==> src/rtl/uart_packet_parser_if.sv <==
// Byte stream in from the UART receiver, payload stream out, plus error/drop pulses.
interface uart_packet_parser_if;
    logic [7:0] in_data;
    logic       in_valid;
    logic [7:0] out_data;
    logic       out_valid;
    logic       out_ready;
    logic       out_last;
    logic       pkt_err;
    logic       pkt_drop;

    modport master (
        output in_data, in_valid, out_ready,
        input  out_data, out_valid, out_last, pkt_err, pkt_drop
    );

    modport slave (
        input  in_data, in_valid, out_ready,
        output out_data, out_valid, out_last, pkt_err, pkt_drop
    );
endinterface

==> src/rtl/uart_packet_parser.sv <==
// Parses SYNC/LEN/payload/CHK frames from a UART byte stream, buffers the payload
// and replays it downstream with valid/ready once the checksum matches.
module uart_packet_parser #(
    parameter int unsigned MAX_LEN        = 16,
    parameter logic [7:0]  SYNC_BYTE      = 8'hAA,
    parameter int unsigned TIMEOUT_CYCLES = 4350
) (
    input logic                  clk,
    input logic                  rst_n,
    uart_packet_parser_if.slave  bus
);

    localparam int unsigned IDX_W = (MAX_LEN > 1) ? $clog2(MAX_LEN) : 1;
    localparam int unsigned DEPTH = 1 << IDX_W;
    localparam int unsigned TMO_W = $clog2(TIMEOUT_CYCLES + 1);

    typedef enum logic [2:0] {
        ST_HUNT,
        ST_LEN,
        ST_PAYLOAD,
        ST_CHECK,
        ST_SEND
    } state_t;

    state_t             state_q, state_d;
    logic [7:0]         len_q, len_d;
    logic [7:0]         sum_q, sum_d;
    logic [IDX_W-1:0]   wr_idx_q, wr_idx_d;
    logic [IDX_W-1:0]   rd_idx_q, rd_idx_d;
    logic [TMO_W-1:0]   tmo_q, tmo_d;
    logic [7:0]         out_data_q, out_data_d;
    logic               out_valid_q, out_valid_d;
    logic               out_last_q, out_last_d;
    logic               pkt_err_q, pkt_err_d;
    logic               pkt_drop_q, pkt_drop_d;

    logic [7:0]         pay_mem [DEPTH];

    always_ff @(posedge clk or negedge rst_n) begin
        if (!rst_n) begin
            state_q     <= ST_HUNT;
            len_q       <= '0;
            sum_q       <= '0;
            wr_idx_q    <= '0;
            rd_idx_q    <= '0;
            tmo_q       <= '0;
            out_data_q  <= '0;
            out_valid_q <= 1'b0;
            out_last_q  <= 1'b0;
            pkt_err_q   <= 1'b0;
            pkt_drop_q  <= 1'b0;
        end else begin
            state_q     <= state_d;
            len_q       <= len_d;
            sum_q       <= sum_d;
            wr_idx_q    <= wr_idx_d;
            rd_idx_q    <= rd_idx_d;
            tmo_q       <= tmo_d;
            out_data_q  <= out_data_d;
            out_valid_q <= out_valid_d;
            out_last_q  <= out_last_d;
            pkt_err_q   <= pkt_err_d;
            pkt_drop_q  <= pkt_drop_d;
        end
    end

    // Payload storage is deliberately left without reset.
    always_ff @(posedge clk) begin
        if (state_q == ST_PAYLOAD && bus.in_valid) begin
            pay_mem[wr_idx_q] <= bus.in_data;
        end
    end

    always_comb begin
        state_d     = state_q;
        len_d       = len_q;
        sum_d       = sum_q;
        wr_idx_d    = wr_idx_q;
        rd_idx_d    = rd_idx_q;
        tmo_d       = '0;
        out_data_d  = out_data_q;
        out_valid_d = out_valid_q;
        out_last_d  = out_last_q;
        pkt_err_d   = 1'b0;
        pkt_drop_d  = 1'b0;

        case (state_q)
            ST_HUNT: begin
                if (bus.in_valid && bus.in_data == SYNC_BYTE) begin
                    state_d = ST_LEN;
                end
            end
            ST_LEN: begin
                if (bus.in_valid) begin
                    if (bus.in_data == 8'd0 || bus.in_data > 8'(MAX_LEN)) begin
                        pkt_err_d = 1'b1;
                        state_d   = ST_HUNT;
                    end else begin
                        len_d    = bus.in_data;
                        sum_d    = bus.in_data;
                        wr_idx_d = '0;
                        state_d  = ST_PAYLOAD;
                    end
                end
            end
            ST_PAYLOAD: begin
                if (bus.in_valid) begin
                    sum_d    = sum_q + bus.in_data;
                    wr_idx_d = wr_idx_q + IDX_W'(1);
                    if (8'(wr_idx_q) == len_q - 8'd1) begin
                        state_d = ST_CHECK;
                    end
                end
            end
            ST_CHECK: begin
                if (bus.in_valid) begin
                    if (bus.in_data == sum_q) begin
                        state_d     = ST_SEND;
                        rd_idx_d    = '0;
                        out_valid_d = 1'b1;
                        out_data_d  = pay_mem[IDX_W'(0)];
                        out_last_d  = (len_q == 8'd1);
                    end else begin
                        pkt_err_d = 1'b1;
                        state_d   = ST_HUNT;
                    end
                end
            end
            ST_SEND: begin
                // Upstream cannot be stalled, so bytes arriving now are lost.
                if (bus.in_valid) begin
                    pkt_drop_d = 1'b1;
                end
                if (out_valid_q && bus.out_ready) begin
                    if (out_last_q) begin
                        state_d     = ST_HUNT;
                        out_valid_d = 1'b0;
                        out_last_d  = 1'b0;
                    end else begin
                        rd_idx_d   = rd_idx_q + IDX_W'(1);
                        out_data_d = pay_mem[rd_idx_d];
                        out_last_d = (8'(rd_idx_d) == len_q - 8'd1);
                    end
                end
            end
            default: begin
                state_d = ST_HUNT;
            end
        endcase

        // Inter-byte timeout; the counter stays cleared whenever a byte arrives.
        if ((state_q == ST_LEN || state_q == ST_PAYLOAD || state_q == ST_CHECK)
            && !bus.in_valid) begin
            if (tmo_q == TMO_W'(TIMEOUT_CYCLES - 1)) begin
                pkt_err_d = 1'b1;
                state_d   = ST_HUNT;
                tmo_d     = '0;
            end else begin
                tmo_d = tmo_q + TMO_W'(1);
            end
        end
    end

    assign bus.out_data  = out_data_q;
    assign bus.out_valid = out_valid_q;
    assign bus.out_last  = out_last_q;
    assign bus.pkt_err   = pkt_err_q;
    assign bus.pkt_drop  = pkt_drop_q;

endmodule

==> src/flat_wrapper.sv <==
// flat-port wrapper written by rule: the top's interface ports become plain ports
module uart_packet_parser_flat 
#(
    parameter int unsigned MAX_LEN        = 16,
    parameter logic [7:0]  SYNC_BYTE      = 8'hAA,
    parameter int unsigned TIMEOUT_CYCLES = 4350
)
  (clk, rst_n, bus_in_data, bus_in_valid, bus_out_ready, bus_out_data, bus_out_valid, bus_out_last, bus_pkt_err, bus_pkt_drop);
  uart_packet_parser_if bus_i ();
  input logic clk;
  input logic rst_n;
  input wire logic [$bits(bus_i.in_data)-1:0] bus_in_data;
  input wire logic [$bits(bus_i.in_valid)-1:0] bus_in_valid;
  input wire logic [$bits(bus_i.out_ready)-1:0] bus_out_ready;
  output wire logic [$bits(bus_i.out_data)-1:0] bus_out_data;
  output wire logic [$bits(bus_i.out_valid)-1:0] bus_out_valid;
  output wire logic [$bits(bus_i.out_last)-1:0] bus_out_last;
  output wire logic [$bits(bus_i.pkt_err)-1:0] bus_pkt_err;
  output wire logic [$bits(bus_i.pkt_drop)-1:0] bus_pkt_drop;
  assign bus_i.in_data = bus_in_data;
  assign bus_i.in_valid = bus_in_valid;
  assign bus_i.out_ready = bus_out_ready;
  assign bus_out_data = bus_i.out_data;
  assign bus_out_valid = bus_i.out_valid;
  assign bus_out_last = bus_i.out_last;
  assign bus_pkt_err = bus_i.pkt_err;
  assign bus_pkt_drop = bus_i.pkt_drop;
  uart_packet_parser #(.MAX_LEN(MAX_LEN), .SYNC_BYTE(SYNC_BYTE), .TIMEOUT_CYCLES(TIMEOUT_CYCLES)) u_core (.clk(clk), .rst_n(rst_n), .bus(bus_i));
endmodule
==> config.mk <==
export PLATFORM = sky130hd
export DESIGN_NAME = uart_packet_parser_flat
export DESIGN_NICKNAME = d
export VERILOG_FILES = /design/src/rtl/uart_packet_parser_if.sv /design/src/rtl/uart_packet_parser.sv /design/src/flat_wrapper.sv
export SDC_FILE = /design/constraint.sdc
export NUM_CORES = 1
export LEC_CHECK = 0
export ABC_CLOCK_PERIOD_IN_PS = 3300
export BUFFER_PORTS_ARGS = -buffer_cell sky130_fd_sc_hd__buf_2
export CAP_MARGIN = 20
export CORE_ASPECT_RATIO = 1.2
export CORE_MARGIN = 8
export CORE_UTILIZATION = 45
export DETAILED_ROUTE_END_ITERATION = 16
export MAX_ROUTING_LAYER = met4
export PLACE_DENSITY = 0.66
export SYNTH_ARGS = -nofsm -noshare
export SYNTH_HDL_FRONTEND = slang
export SYNTH_SLANG_ARGS = --single-unit
==> constraint.sdc <==
create_clock -name clk -period 3.3 [get_ports clk]
set_input_delay 0 -clock clk [delete_from_list [all_inputs] [get_ports clk]]
set_output_delay 0 -clock clk [all_outputs]
set_load 0.005 [all_outputs]
After elaboration in Yosys (flattened, before gate mapping)
Memories as Yosys holds them, arrays and structs flattened.
Cells that the tools add are included.
{"block": "op_classes", "n_lt_le_gt_ge": 1, "n_bitwise": 1, "mux": 53, "n_eq_ne": 18, "n_reduce_logical": 17, "n_addsub": 5}
{"op": "two-way mux 8 bit", "n": 7}
{"op": "one-hot mux 8 bit (2 select lines)", "n": 2}
{"op": "two-way mux 3 bit", "n": 10}
{"op": "two-way mux 4 bit", "n": 7}
{"op": "two-way mux 13 bit", "n": 2}
{"op": "two-way mux 1 bit", "n": 18}
{"op": "== test 4 x 8 -> 1 bit", "n": 2}
{"op": "one-hot mux 4 bit (2 select lines)", "n": 2}
{"op": "one-hot mux 3 bit (5 select lines)", "n": 1}
{"op": "adder 13 x 1 -> 13 bit, second input constant", "n": 1}
{"op": "== test 13 bit, second input constant", "n": 1}
{"op": "!= test 2 bit, second input constant", "n": 5}
{"op": "AND reduction 5 bit", "n": 2}
{"op": "adder 4 x 1 -> 4 bit, second input constant", "n": 2}
{"op": "adder 8 bit", "n": 1}
{"op": "== test 8 x 1 -> 1 bit, second input constant", "n": 1}
{"op": "== test 8 bit", "n": 1}
{"op": "== test 8 bit, second input constant", "n": 1}
{"op": "> comparator 8 x 5 -> 1 bit, second input constant", "n": 1}
{"op": "logical NOT 8 bit", "n": 1}
{"op": "AND reduction 4 bit", "n": 2}
{"op": "subtractor 8 x 1 -> 8 bit, second input constant", "n": 1}
{"op": "== test 3 x 2 -> 1 bit, second input constant", "n": 2}
{"op": "!= test 2 x 1 -> 1 bit, second input constant", "n": 3}
{"op": "11 further kinds", "n": 19}
{"block": "totals", "register_bits": 52, "elab_cells": 107, "ram_bits": 128, "n_memories": 1}
{"memory": "u_core.pay_mem", "words": 16, "width": 8, "rd": 2, "rd_clocked_by_memory_dff": 0, "wr": 1, "line_no": "uart_packet_parser.sv:37", "rtl": "logic [7:0] pay_mem [DEPTH];"}

Depth between registers and ports, before layout
Gate-level depths: netlist (run 1).
{"block": "depth", "depth_word": 7, "ltp_mapped": 9}

Least setup slack after synthesis (run 1)
No wires, ideal clock.
{"block": "synth_path", "path_type": "register to register", "startpoint": "register u_core.state_q[2]", "endpoint": "memory u_core.pay_mem[0][0], enable pin", "path_slack_ps": 958, "required_time_ps": 2917, "stages_incl_launch_ff": 8, "setup_time_ps": 383, "synth_period_minus_slack_ps": 2342, "arrival_ps": 1958, "n_path_buf": 2, "cell_sequence": "dfrtp_1 > and2b_1 > buf_4 > nand2_2 > nor2_1 > clkbuf_1 > nand2_1 > nor3_1"}
{"block": "synth_via", "elab_chain_cells": 4}
{"item": "start, declared", "line_no": "uart_packet_parser.sv:25", "rtl": "state_t state_q, state_d;"}
{"item": "start signal, assigned", "line_no": "uart_packet_parser.sv:53", "rtl": "state_q <= state_d;"}
{"item": "== test 3 x 2 -> 1 bit", "line_no": "uart_packet_parser.sv:69", "rtl": "if (state_q == ST_PAYLOAD && bus.in_valid) begin"}
{"item": "logical AND 1 bit", "line_no": "uart_packet_parser.sv:69"}
{"item": "two-way mux 1 bit", "line_no": "uart_packet_parser.sv:69"}
{"item": "two-way mux 1 bit (implied by the code)", "line_no": "uart_packet_parser.sv:70", "rtl": "pay_mem[wr_idx_q] <= bus.in_data;"}
{"item": "end, declared", "line_no": "uart_packet_parser.sv:37"}
Every way passes these cells.

Final worst setup path (run 1)
{"block": "layout_path", "startpoint": "register u_core.rd_idx_q[0]", "endpoint": "register u_core.out_data_q[5], in the netlist u_core.bus.out_data[5]"}
{"block": "layout_via", "elab_chain_cells": 5}
{"item": "start, declared", "line_no": "uart_packet_parser.sv:29", "rtl": "logic [IDX_W-1:0] rd_idx_q, rd_idx_d;"}
{"item": "start signal, assigned", "line_no": "uart_packet_parser.sv:57", "rtl": "rd_idx_q <= rd_idx_d;"}
{"item": "adder 4 x 1 -> 4 bit", "line_no": "uart_packet_parser.sv:140", "rtl": "rd_idx_d = rd_idx_q + IDX_W'(1);"}
{"item": "memory read (16 x 8 bit)"}
{"item": "two-way mux 8 bit", "line_no": "uart_packet_parser.sv:135", "rtl": "if (out_last_q) begin"}
{"item": "two-way mux 8 bit", "line_no": "uart_packet_parser.sv:134", "rtl": "if (out_valid_q && bus.out_ready) begin"}
{"item": "one-hot mux 8 bit (2 select lines)", "line_no": "uart_packet_parser.sv:87", "rtl": "case (state_q)"}
{"item": "end signal, assigned", "line_no": "uart_packet_parser.sv:59", "rtl": "out_data_q <= out_data_d;"}
{"item": "end, declared", "line_no": "uart_packet_parser.sv:31", "rtl": "logic [7:0] out_data_q, out_data_d;"}
Every way passes these cells. The select of a mux whose other input is x is not followed.
A chain may end at the register's enable or synchronous reset.

==> flow_metrics.py, run 1 <==
metrics = {
    "status": {
        "status": "finished clean",
    },
    "synth": {
        "yosysTopAreaCellShare_pct": 47.8,
        "synthMostInstantiatedCell": "edfxtp_1",
        "yosysUniqueCellTypes": 59,
        "ys_seq_elements": 180,
        "yosysWarnings": 0,
        "avgSynthCellArea_um2": 14.6,
        "syn_nets": 582,
        "synth_commonest_cells": "edfxtp_1, nor2_1, dfrtp_1",
        "synthFlopType": "edfxtp_1",
        "synth_seq_area_share_pct": 63.9,
        "syn_inst": 553,
        "synth.area.top_cells": "edfxtp_1, dfrtp_1, mux4_2, ha_1, nor2_1",
        "synth-async-reset-ratio_pct": 28.9,
        "synth_edf_count": 128,
        "syn-cell-area_mm2": 0.00805,
        "yosys.area.top_type": "edfxtp_1",
    },
    "cts": {
        "cts_resized": 0,
        "cts_tree": "yes",
        "worstSkewPairLatency_ns": 0.44,
        "clock_tree.root_cell": "clkbuf_16",
        "clkSinkCount": 180,
        "path_clk_slew_ns": 0.07,
        "clockBufferDepth": 2,
        "cts_buffers": 17,
        "h-tree-depth": 4,
    },
    "die": {
        "rows": 53,
        "die_w_um": 138,
        "ios": 24,
        "die_area_mm2": 0.0224,
        "start_util_pct": 46.0,
        "die_h_um": 162,
        "core_mm2": 0.0175,
    },
    "sta": {
        "finalCritPeriodShare_pct": 77.9,
        "finalSetupViolCount": 0,
        "setup_tns_ns": 0,
        "final.setup_skew_ns": 0.0157,
        "fin_crit_ns": 2.57,
        "hold_viol": 0,
        "drv_slew": 0,
        "slew-limit-headroom_pct": 39.3,
        "setup_ws_ns": 0.728,
        "tightestPinTransition_ns": 0.909,
        "fmax_ghz": 0.389,
        "rsz0062_at_grt": "false",
    },
    "layout": {
        "drive_gt1_share_pct": 19.9,
        "final_cells": 824,
        "area_delta_synth_final_pct": 12.2,
        "diodes": 0,
        "final_util_pct": 51.6,
        "nFillCells": 1507,
        "regArea_mm2": 0.00515,
        "fin_nets": 620,
        "multiInputGateArea_mm2": 0.00269,
    },
    "flow_run": {
        "maxCapViolations": 0,
    },
    "route": {
        "drc_errors": 0,
        "firstDrtPassIters": 5,
        "drt_iter0_drc": 371,
        "ant_nets": 0,
        "avgViaCountPerCell": 5.73,
        "routedWlPerCell_um": 20.7,
        "routed_wl_um": 17000,
        "vias": 4721,
    },
    "setup_path": {
        "reg2reg_depth": 7,
        "rr_startpoint": "u_core.rd_idx_q[0]$_DFFE_PN0P_",
        "r2r_setup_slack_ns": 0.73,
        "slowest_delay_ns": 0.57,
        "cp-start-kind": "flip-flop",
        "slowest_stage": "mux4_2",
        "worstSetupEndpointType": "flip-flop",
        "cp-startpoint": "u_core.rd_idx_q[0]$_DFFE_PN0P_",
        "critical_path.cell_chain": "buf_4, mux4_2, nor2b_1, a211oi_1, a211oi_1, a21oi_1, a21oi_1",
        "endpoint": "u_core.bus.out_data[5]$_DFFE_PN0P_",
        "cp.required_ns": 3.61,
        "worstPathMaxFanout": 32,
        "reg2reg_to": "u_core.bus.out_data[5]$_DFFE_PN0P_",
        "crit_type": "flip-flop to flip-flop",
        "worstPathArrival_ns": 2.88,
    },
    "place": {
        "dp_cells": 789,
        "dp_slack_ns": 0.635,
        "hpwl_um": 11400,
        "portBuffers": 23,
        "gp_congestion": 0.869,
    },
    "pwr": {
        "p_int_w": 0.00352,
        "p_per_area_mw_per_mm2": 499,
        "p_comb_share_pct": 2.0,
        "irDropWorstVdd_v": 0.000298,
        "switching_share_pct": 21.9,
        "p_seq_share_pct": 53.8,
        "clockPowerShare_pct": 44.2,
        "power_leakage_nw": 3.21,
        "p_total_w": 0.00450,
        "p_switching_w": 0.000986,
    },
    "global_routing": {
        "antenna_found_initial": 0,
        "grt_max_degree": 35,
        "gr-total-overflow": 0,
        "grt_util_all_layers_pct": 16.0,
        "grt_pass1_vias": 4870,
        "grt_pass1_wl_um": 27100,
    },
    "hold_path": {
        "hp-start": "bus_in_data[6]",
        "hp-class": "primary input to flip-flop",
    },
}
## stage by stage
step                hold slack [ns]  cell area [um^2]
finish                       0.0231              9030
global route                 0.0190              9030
CTS                          0.0198              9030
detailed placement            0.122              8410
global placement              0.107              8410
floorplan                    -0.296              8050
## power groups by stage
stage               Combinational [W]  Clock (W)  Sequential (W)
global placement            0.0000833          0         0.00247
floorplan                   0.0000190          0         0.00247
finish                      0.0000882    0.00199         0.00242
detailed placement          0.0000864          0         0.00247
CTS                         0.0000892    0.00203         0.00242
global route                0.0000968    0.00211         0.00242
## layout make-up
| type | count | area share [%] |
|---|---|---|
| clock buffer | 17 | 4.71 |
| clock inverter | 15 | 1.83 |
| inverter | 12 | 0.499 |
| multi-input combinational | 336 | 29.8 |
| sequential | 180 | 57.0 |
| tap | 220 | 3.05 |
| timing repair buffer | 44 | 3.10 |
## how the worst min path moves through the flow
stage,depth (start not counted),to,slack (ns)
after floorplan,0,u_core.bus.out_data[0]$_DFFE_PN0P_,-0.30
after global placement,1,u_core.tmo_q[6]$_DFF_PN0_,0.11
after detailed placement,1,u_core.tmo_q[7]$_DFF_PN0_,0.12
after CTS,1,u_core.pay_mem[7][6]$_DFFE_PP_,0.02
after global routing,1,u_core.pay_mem[7][6]$_DFFE_PP_,0.02
final,1,u_core.pay_mem[7][6]$_DFFE_PP_,0.02
## routing by layer
layer	up-vias	share of wire (%)	global-route usage (%)
li1	2169	-	-
met2	122	53	28.0
met5	-	0	-
met1	2410	42	18.6
met4	0	1.4	5.15
met3	20	3.8	2.65
## critical path: cells and delay by family (launching register included)
family	cells	cell delay, ns
AO/OA/AOI/OAI	4	0.77
AND/OR/NAND/NOR	1	0.14
buffers and inverters	1	0.55
multiplexers	1	0.57
flip-flops	1	0.42
## repair_timing
action	4_1_cts	5_1_grt
buffers inserted	0	0
hold buffers	3	0
endpoints found under the hold margin	40	0
## flip-flops by register name, summed over array words and instances, names as in the netlist
| signal | count |
|---|---|
| u_core.pay_mem | 128 |
| u_core.tmo_q | 13 |
| u_core.bus.out_data | 8 |
| u_core.len_q | 8 |
| u_core.sum_q | 8 |
| u_core.rd_idx_q | 4 |
| u_core.wr_idx_q | 4 |
| u_core.state_q | 3 |
| u_core.bus.out_last | 1 |
| u_core.bus.out_valid | 1 |
| u_core.bus.pkt_drop | 1 |
| u_core.bus.pkt_err | 1 |
## placed cells by master (no fill, tap or decap), drive strengths merged, types with 3 or more instances in the layout
cell type / Yosys / layout
inv: 12 / 19
and2b: 4 / 4
edfxtp: 128 / 128
nand4: 4 / 4
nand4b: 3 / 3
clkinv: 0 / 4
mux2: 3 / 3
a21oi: 28 / 28
a21o: 4 / 4
and3: 3 / 3
clkinvlp: 0 / 3
nor3b: 3 / 3
xor2: 13 / 13
clkbuf: 6 / 17
nor4: 6 / 6
o21a: 4 / 4
xnor2: 14 / 14
o21ai: 13 / 13
mux2i: 11 / 11
dfrtp: 52 / 52
nor3: 15 / 15
dlygate4sd3: 0 / 3
nor2b: 12 / 12
ha: 16 / 16
a211oi: 18 / 18
nand3: 17 / 17
mux4: 32 / 32
nor2: 54 / 54
nand2: 33 / 33
buf: 19 / 41
## cell families (layout without fill, tap and decap cells)
logic type,count (synthesis),count (layout),synth area share (%)
adder cells (fa/ha/maj),17,17,2.74
multiplexers,46,46,10.7
XOR/XNOR,27,27,3.13
buffers and inverters,37,88,2.58
AND/OR/NAND/NOR,165,165,10.5
flip-flops,180,180,63.9
AO/OA/AOI/OAI,81,81,6.39
Power figures use the tool's default switching activity.
==> run 2: changes to the inputs <==
ABC_CLOCK_PERIOD_IN_PS = 2580   (was 3300)
clock period = 2.58 ns   (was 3.3 ns; I/O delays follow)
==> run 2 against run 1 <==
Compared with the run above: sequential share of layout area decreased by 1.3 points; wire length increased by 3.1%; design area increased by 2.3%; fmax increased by 11%; global-route usage increased by 0.59 points; hold slack improved by 0.019 ns; sequential cell count unchanged; cell count increased by 2.2%; power increased by 32%; critical path type unchanged; critical endpoint is now u_core.bus.out_data[7]$_DFFE_PN0P_; largest cell class unchanged.
==> flow_metrics.py, run 2 (synthesis gave the netlist of run 1 again) <==
metrics = {
    "sta": {
        "finalSetupViolCount": 0,
        "final.setup_skew_ns": 0.0114,
        "finalCritPeriodShare_pct": 89.8,
        "setup_ws_ns": 0.264,
        "slew-limit-headroom_pct": 57.8,
        "setup_tns_ns": 0,
        "drv_slew": 0,
        "hold_viol": 0,
        "rsz0062_at_grt": "false",
        "fin_crit_ns": 2.32,
        "fmax_ghz": 0.432,
        "tightestPinTransition_ns": 0.633,
    },
    "flow_run": {
        "maxCapViolations": 0,
    },
    "global_routing": {
        "grt_max_degree": 37,
        "gr-total-overflow": 0,
        "antenna_found_initial": 0,
        "grt_pass1_wl_um": 28000,
        "grt_util_all_layers_pct": 16.6,
        "grt_pass1_vias": 5088,
    },
    "pwr": {
        "p_switching_w": 0.00120,
        "p_int_w": 0.00476,
        "clockPowerShare_pct": 46.0,
        "power_leakage_nw": 3.33,
        "p_per_area_mw_per_mm2": 645,
        "irDropWorstVdd_v": 0.000451,
        "switching_share_pct": 20.1,
        "p_seq_share_pct": 52.0,
        "p_comb_share_pct": 1.9,
    },
    "route": {
        "routedWlPerCell_um": 20.9,
        "drc_errors": 0,
        "routed_wl_um": 17600,
        "avgViaCountPerCell": 5.68,
        "drt_iter0_drc": 373,
        "firstDrtPassIters": 4,
        "vias": 4783,
        "ant_nets": 0,
    },
    "setup_path": {
        "cp-start-kind": "flip-flop",
        "worstPathMaxFanout": 16,
        "worstPathArrival_ns": 2.67,
        "cp.required_ns": 2.93,
        "critical_path.cell_chain": "ha_1, nor4_1, nand3_1, or2_1, nand2_2, buf_4, nor2_1, a21oi_1",
        "slowest_stage": "dfrtp_1",
        "reg2reg_depth": 8,
        "slowest_delay_ns": 0.40,
        "worstSetupEndpointType": "flip-flop",
        "crit_type": "flip-flop to flip-flop",
    },
    "cts": {
        "worstSkewPairLatency_ns": 0.43,
        "clkSinkCount": 180,
        "cts_buffers": 17,
        "clock_tree.root_cell": "clkbuf_16",
        "cts_resized": 0,
        "cts_tree": "yes",
        "h-tree-depth": 4,
        "clockBufferDepth": 2,
        "path_clk_slew_ns": 0.07,
    },
    "place": {
        "dp_slack_ns": 0.274,
        "dp_cells": 807,
        "portBuffers": 23,
        "gp_congestion": 0.856,
        "hpwl_um": 11500,
    },
    "layout": {
        "drive_gt1_share_pct": 21.9,
        "largest_reg_flops": 128,
        "mostFrequentLayoutCell": "edfxtp_1",
        "final_util_pct": 52.8,
        "fin_nets": 638,
        "top_register": "u_core.pay_mem",
        "final_cell_mix": "edfxtp_1, nor2_1, dfrtp_1",
        "final_cells": 842,
        "top_regs": "u_core.pay_mem (128), u_core.tmo_q (13)",
        "area_delta_synth_final_pct": 14.9,
        "diodes": 0,
    },
    "die": {
        "rows": 53,
        "die_area_mm2": 0.0224,
        "core_mm2": 0.0175,
        "die_h_um": 162,
        "start_util_pct": 46.0,
        "die_w_um": 138,
        "ios": 24,
    },
    "hold_path": {
        "min_path_cells": 2,
        "hp-class": "primary input to flip-flop",
    },
    "status": {
        "status": "finished clean",
    },
}
==> run 2: per-layer routing <==
layer	routed length, um	GRT usage, %	share of wire, %
met2	9090	28.3	52
met3	913	3.53	5.2
met1	7160	18.7	41
met5	0	-	0
met4	401	7.13	2.3
==> run 2: timing repair <==
item | CTS | global route
hold buffers | 3 | 0
buffers inserted | 0 | 0
endpoints found under the hold margin | 33 | 0
==> run 2: per-stage QoR <==
stage	total power [W]	hold WS, ns	area [um^2]
3_5_place_dp	0.00327	0.0512	8580
4_1_cts	0.00599	0.0214	9240
5_1_grt	0.00611	0.0305	9240
6_report	0.00596	0.0422	9240
2_1_floorplan	0.00319	-0.296	8050
3_3_place_gp	0.00327	0.0428	8580
==> run 2: area by class of cell <==
cell class,instances,area [um^2]
clock buffers,18,429
clock inverters,14,200
fillers,1464,8260
inverters,12,45.0
multi-input cells,336,2690
flip-flops and latches,180,5150
well taps,220,275
repair buffers,62,453
==> run 2: final timing paths <==
| kind | startpoint | end | slack (ns) |
|---|---|---|---|
| setup / recovery | u_core.sum_q[1]$_DFFE_PN0P_ | u_core.bus.out_data[7]$_DFFE_PN0P_ | 0.26 |
| hold / removal | bus_in_data[0] | u_core.pay_mem[3][0]$_DFFE_PP_ | 0.04 |
| setup reg to reg | u_core.sum_q[1]$_DFFE_PN0P_ | u_core.bus.out_data[7]$_DFFE_PN0P_ | 0.26 |
| hold reg to reg | u_core.sum_q[3]$_DFFE_PN0P_ | u_core.sum_q[3]$_DFFE_PN0P_ | 0.51 |
| max in group asynchronous | rst_n | u_core.bus.out_data[3]$_DFFE_PN0P_ | 1.60 |
| min in group asynchronous | rst_n | u_core.tmo_q[11]$_DFF_PN0_ | 0.12 |
==> run 2: critical path: cells and delay by family, from the launching register on <==
kind	cells	cell delay [ns]
buf+inv	1	0.23
compound gates	1	0.13
fa+ha+maj	1	0.31
simple gates	5	1.15
flops	1	0.40
==> run 2: power groups by stage <==
stage	Sequential (W)	Combinational [W]	Clock, W
finish	0.00310	0.000116	0.00274
floorplan	0.00316	0.0000243	0
global placement	0.00316	0.000109	0
detailed placement	0.00316	0.000113	0
CTS	0.00310	0.000117	0.00277
global route	0.00310	0.000127	0.00288
==> run 3: changes to the inputs <==
ABC_CLOCK_PERIOD_IN_PS = not set   (was 2580)
CORE_ASPECT_RATIO = 1.25   (was 1.2)
==> run 3 against run 2 <==
Compared with the run above: register-to-register slack worse by 0.07 ns; clock-buffer cell count is 1 lower; sequential cell count stayed put; sequential share of layout area is 0.23 points higher; largest cell class unchanged; combinational power hardly changed; wire length is 0.31% higher; first-iteration DRC count is 6.4% lower; hold slack worse by 0.019 ns; utilization is 0.20 points lower; clock skew hardly changed; sequential power hardly changed; highest routed layer unchanged; via count is 0.38% lower.
==> flow_metrics.py, run 3 (synthesis gave the netlist of run 1 again) <==
metrics = {
    "sta": {
        "final.setup_skew_ns": 0.0119,
        "fmax_ghz": 0.419,
        "finalSetupViolCount": 0,
        "rsz0062_at_grt": "false",
        "finalCritPeriodShare_pct": 92.5,
        "hold_viol": 0,
        "drv_slew": 0,
        "setup_tns_ns": 0,
        "fin_crit_ns": 2.39,
        "slew-limit-headroom_pct": 66.1,
        "tightestPinTransition_ns": 0.509,
    },
    "layout": {
        "mostFrequentLayoutCell": "edfxtp_1",
        "area_delta_synth_final_pct": 14.4,
        "drive_gt1_share_pct": 22.4,
        "final_area_mm2": 0.00920,
        "top_regs": "u_core.pay_mem (128), u_core.tmo_q (13)",
        "multiInputGateArea_mm2": 0.00269,
        "nFillCells": 1416,
        "top_register": "u_core.pay_mem",
        "largest_reg_flops": 128,
        "final_cell_mix": "edfxtp_1, nor2_1, dfrtp_1",
        "regArea_mm2": 0.00515,
        "fin_nets": 641,
        "diodes": 0,
    },
    "cts": {
        "path_clk_slew_ns": 0.07,
        "clock_tree.root_cell": "clkbuf_16",
        "cts_buffers": 17,
        "cts_tree": "yes",
        "clkSinkCount": 180,
        "clockBufferDepth": 2,
        "worstSkewPairLatency_ns": 0.43,
        "h-tree-depth": 4,
    },
    "setup_path": {
        "crit_top_cell": "a21oi_1",
        "crit_type": "flip-flop to flip-flop",
        "cp.required_ns": 2.88,
        "slowest_delay_ns": 0.40,
        "cp-start-kind": "flip-flop",
        "slowest_stage": "dfrtp_1",
        "cp_top_family": "multiplexers",
        "critical_path.cell_chain": "ha_1, buf_12, buf_4, mux4_2, mux2i_1, a211oi_1, a21oi_1, a21oi_1",
        "worstPathMaxFanout": 17,
        "path_buf_inv": 2,
        "worstPathArrival_ns": 2.69,
        "worstSetupEndpointType": "flip-flop",
    },
    "pwr": {
        "p_total_w": 0.00571,
        "power_leakage_nw": 3.31,
        "p_per_area_mw_per_mm2": 621,
        "p_seq_share_pct": 54.3,
        "clockPowerShare_pct": 43.7,
        "p_switching_w": 0.00122,
        "switching_share_pct": 21.4,
        "p_comb_share_pct": 2.0,
        "p_int_w": 0.00449,
        "irDropWorstVdd_v": 0.000416,
    },
    "route": {
        "vias": 4765,
        "routedWlPerCell_um": 20.7,
        "avgViaCountPerCell": 5.61,
        "drt_iter0_drc": 349,
        "drc_errors": 0,
        "ant_nets": 0,
        "routed_wl_um": 17600,
        "firstDrtPassIters": 4,
    },
    "die": {
        "die_area_mm2": 0.0224,
        "die_h_um": 166,
        "rows": 54,
        "start_util_pct": 46.0,
        "core_mm2": 0.0175,
        "die_w_um": 136,
        "ios": 24,
    },
    "global_routing": {
        "antenna_found_initial": 0,
        "grt_pass1_vias": 4970,
        "gr-total-overflow": 0,
        "grt_util_all_layers_pct": 17.3,
        "grt_max_degree": 25,
        "grt_pass1_wl_um": 28100,
    },
    "place": {
        "post_dp_cell_area_mm2": 0.00860,
        "hpwl_um": 12200,
        "gp_congestion": 0.845,
        "portBuffers": 23,
    },
    "hold_path": {
        "hp-class": "primary input to async pin",
    },
    "flow_run": {
        "maxCapViolations": 0,
    },
    "status": {
        "status": "finished clean",
    },
}
run 3: worst reg2reg max path, stage by stage, from the launching register on:
cell      delay, ns
dfrtp_1        0.40
ha_1           0.39
buf_12         0.19
buf_4          0.28
mux4_2         0.36
mux2i_1        0.31
a211oi_1       0.13
a21oi_1        0.14
a21oi_1        0.08
run 3: worst paths after layout:
kind                       depth (start not counted)                      startpoint                                 end  slack, ns
max                                                8  u_core.rd_idx_q[1]$_DFFE_PN0P_  u_core.bus.out_data[4]$_DFFE_PN0P_       0.19
min                                                2                           rst_n           u_core.tmo_q[8]$_DFF_PN0_       0.02
min in group clk                                   2                  bus_in_data[6]     u_core.pay_mem[14][6]$_DFFE_PP_       0.08
max reg2reg                                        8  u_core.rd_idx_q[1]$_DFFE_PN0P_  u_core.bus.out_data[4]$_DFFE_PN0P_       0.19
max in group asynchronous                          3                           rst_n      u_core.rd_idx_q[0]$_DFFE_PN0P_       1.85
min reg2reg                                        2     u_core.sum_q[4]$_DFFE_PN0P_         u_core.sum_q[4]$_DFFE_PN0P_       0.48
run 3: power groups by stage:
stage                     clock (W)  sequential (W)  combinational [W]
final                       0.00249         0.00310           0.000117
after global routing        0.00263         0.00310           0.000129
after CTS                   0.00253         0.00310           0.000119
after detailed placement          0         0.00316           0.000115
after global placement            0         0.00316           0.000111
after floorplan                   0         0.00316          0.0000243
run 3: per-stage QoR:
step / util [%] / cells / setup WS, ns / hold WS [ns]
finish: 52.6 / 849 / 0.193 / 0.0236
detailed placement: 49.1 / 814 / 0.110 / -0.0477
CTS: 52.6 / 849 / 0.0905 / 0.0251
global placement: 49.1 / 814 / 0.155 / -0.0484
global route: 52.6 / 849 / 0.0340 / 0.0466
floorplan: - / 553 / 0.238 / -0.296
run 3: cell type report:
class | instances | share of cell area [%]
Tap cell | 224 | 3.05
Clock buffer | 17 | 4.62
Multi-Input combinational cell | 336 | 29.3
Inverter | 12 | 0.489
Timing Repair Buffer | 65 | 5.07
Clock inverter | 15 | 1.59
Sequential cell | 180 | 55.9
run 3: per-layer routing:
layer	vias up	global-route usage (%)	wire (um)
met5	-	-	0
met4	0	7.74	444
met3	28	2.60	668
met2	107	29.7	9420
met1	2426	19.6	7080
li1	2204	-	-
run 3: repair_timing:
item / CTS / global route
buffers inserted: 0 / 0
endpoints found under the hold margin: 56 / 0
hold buffers: 3 / 0
endpoints found under the setup margin: 0 / 1
gates resized for setup: 0 / 1
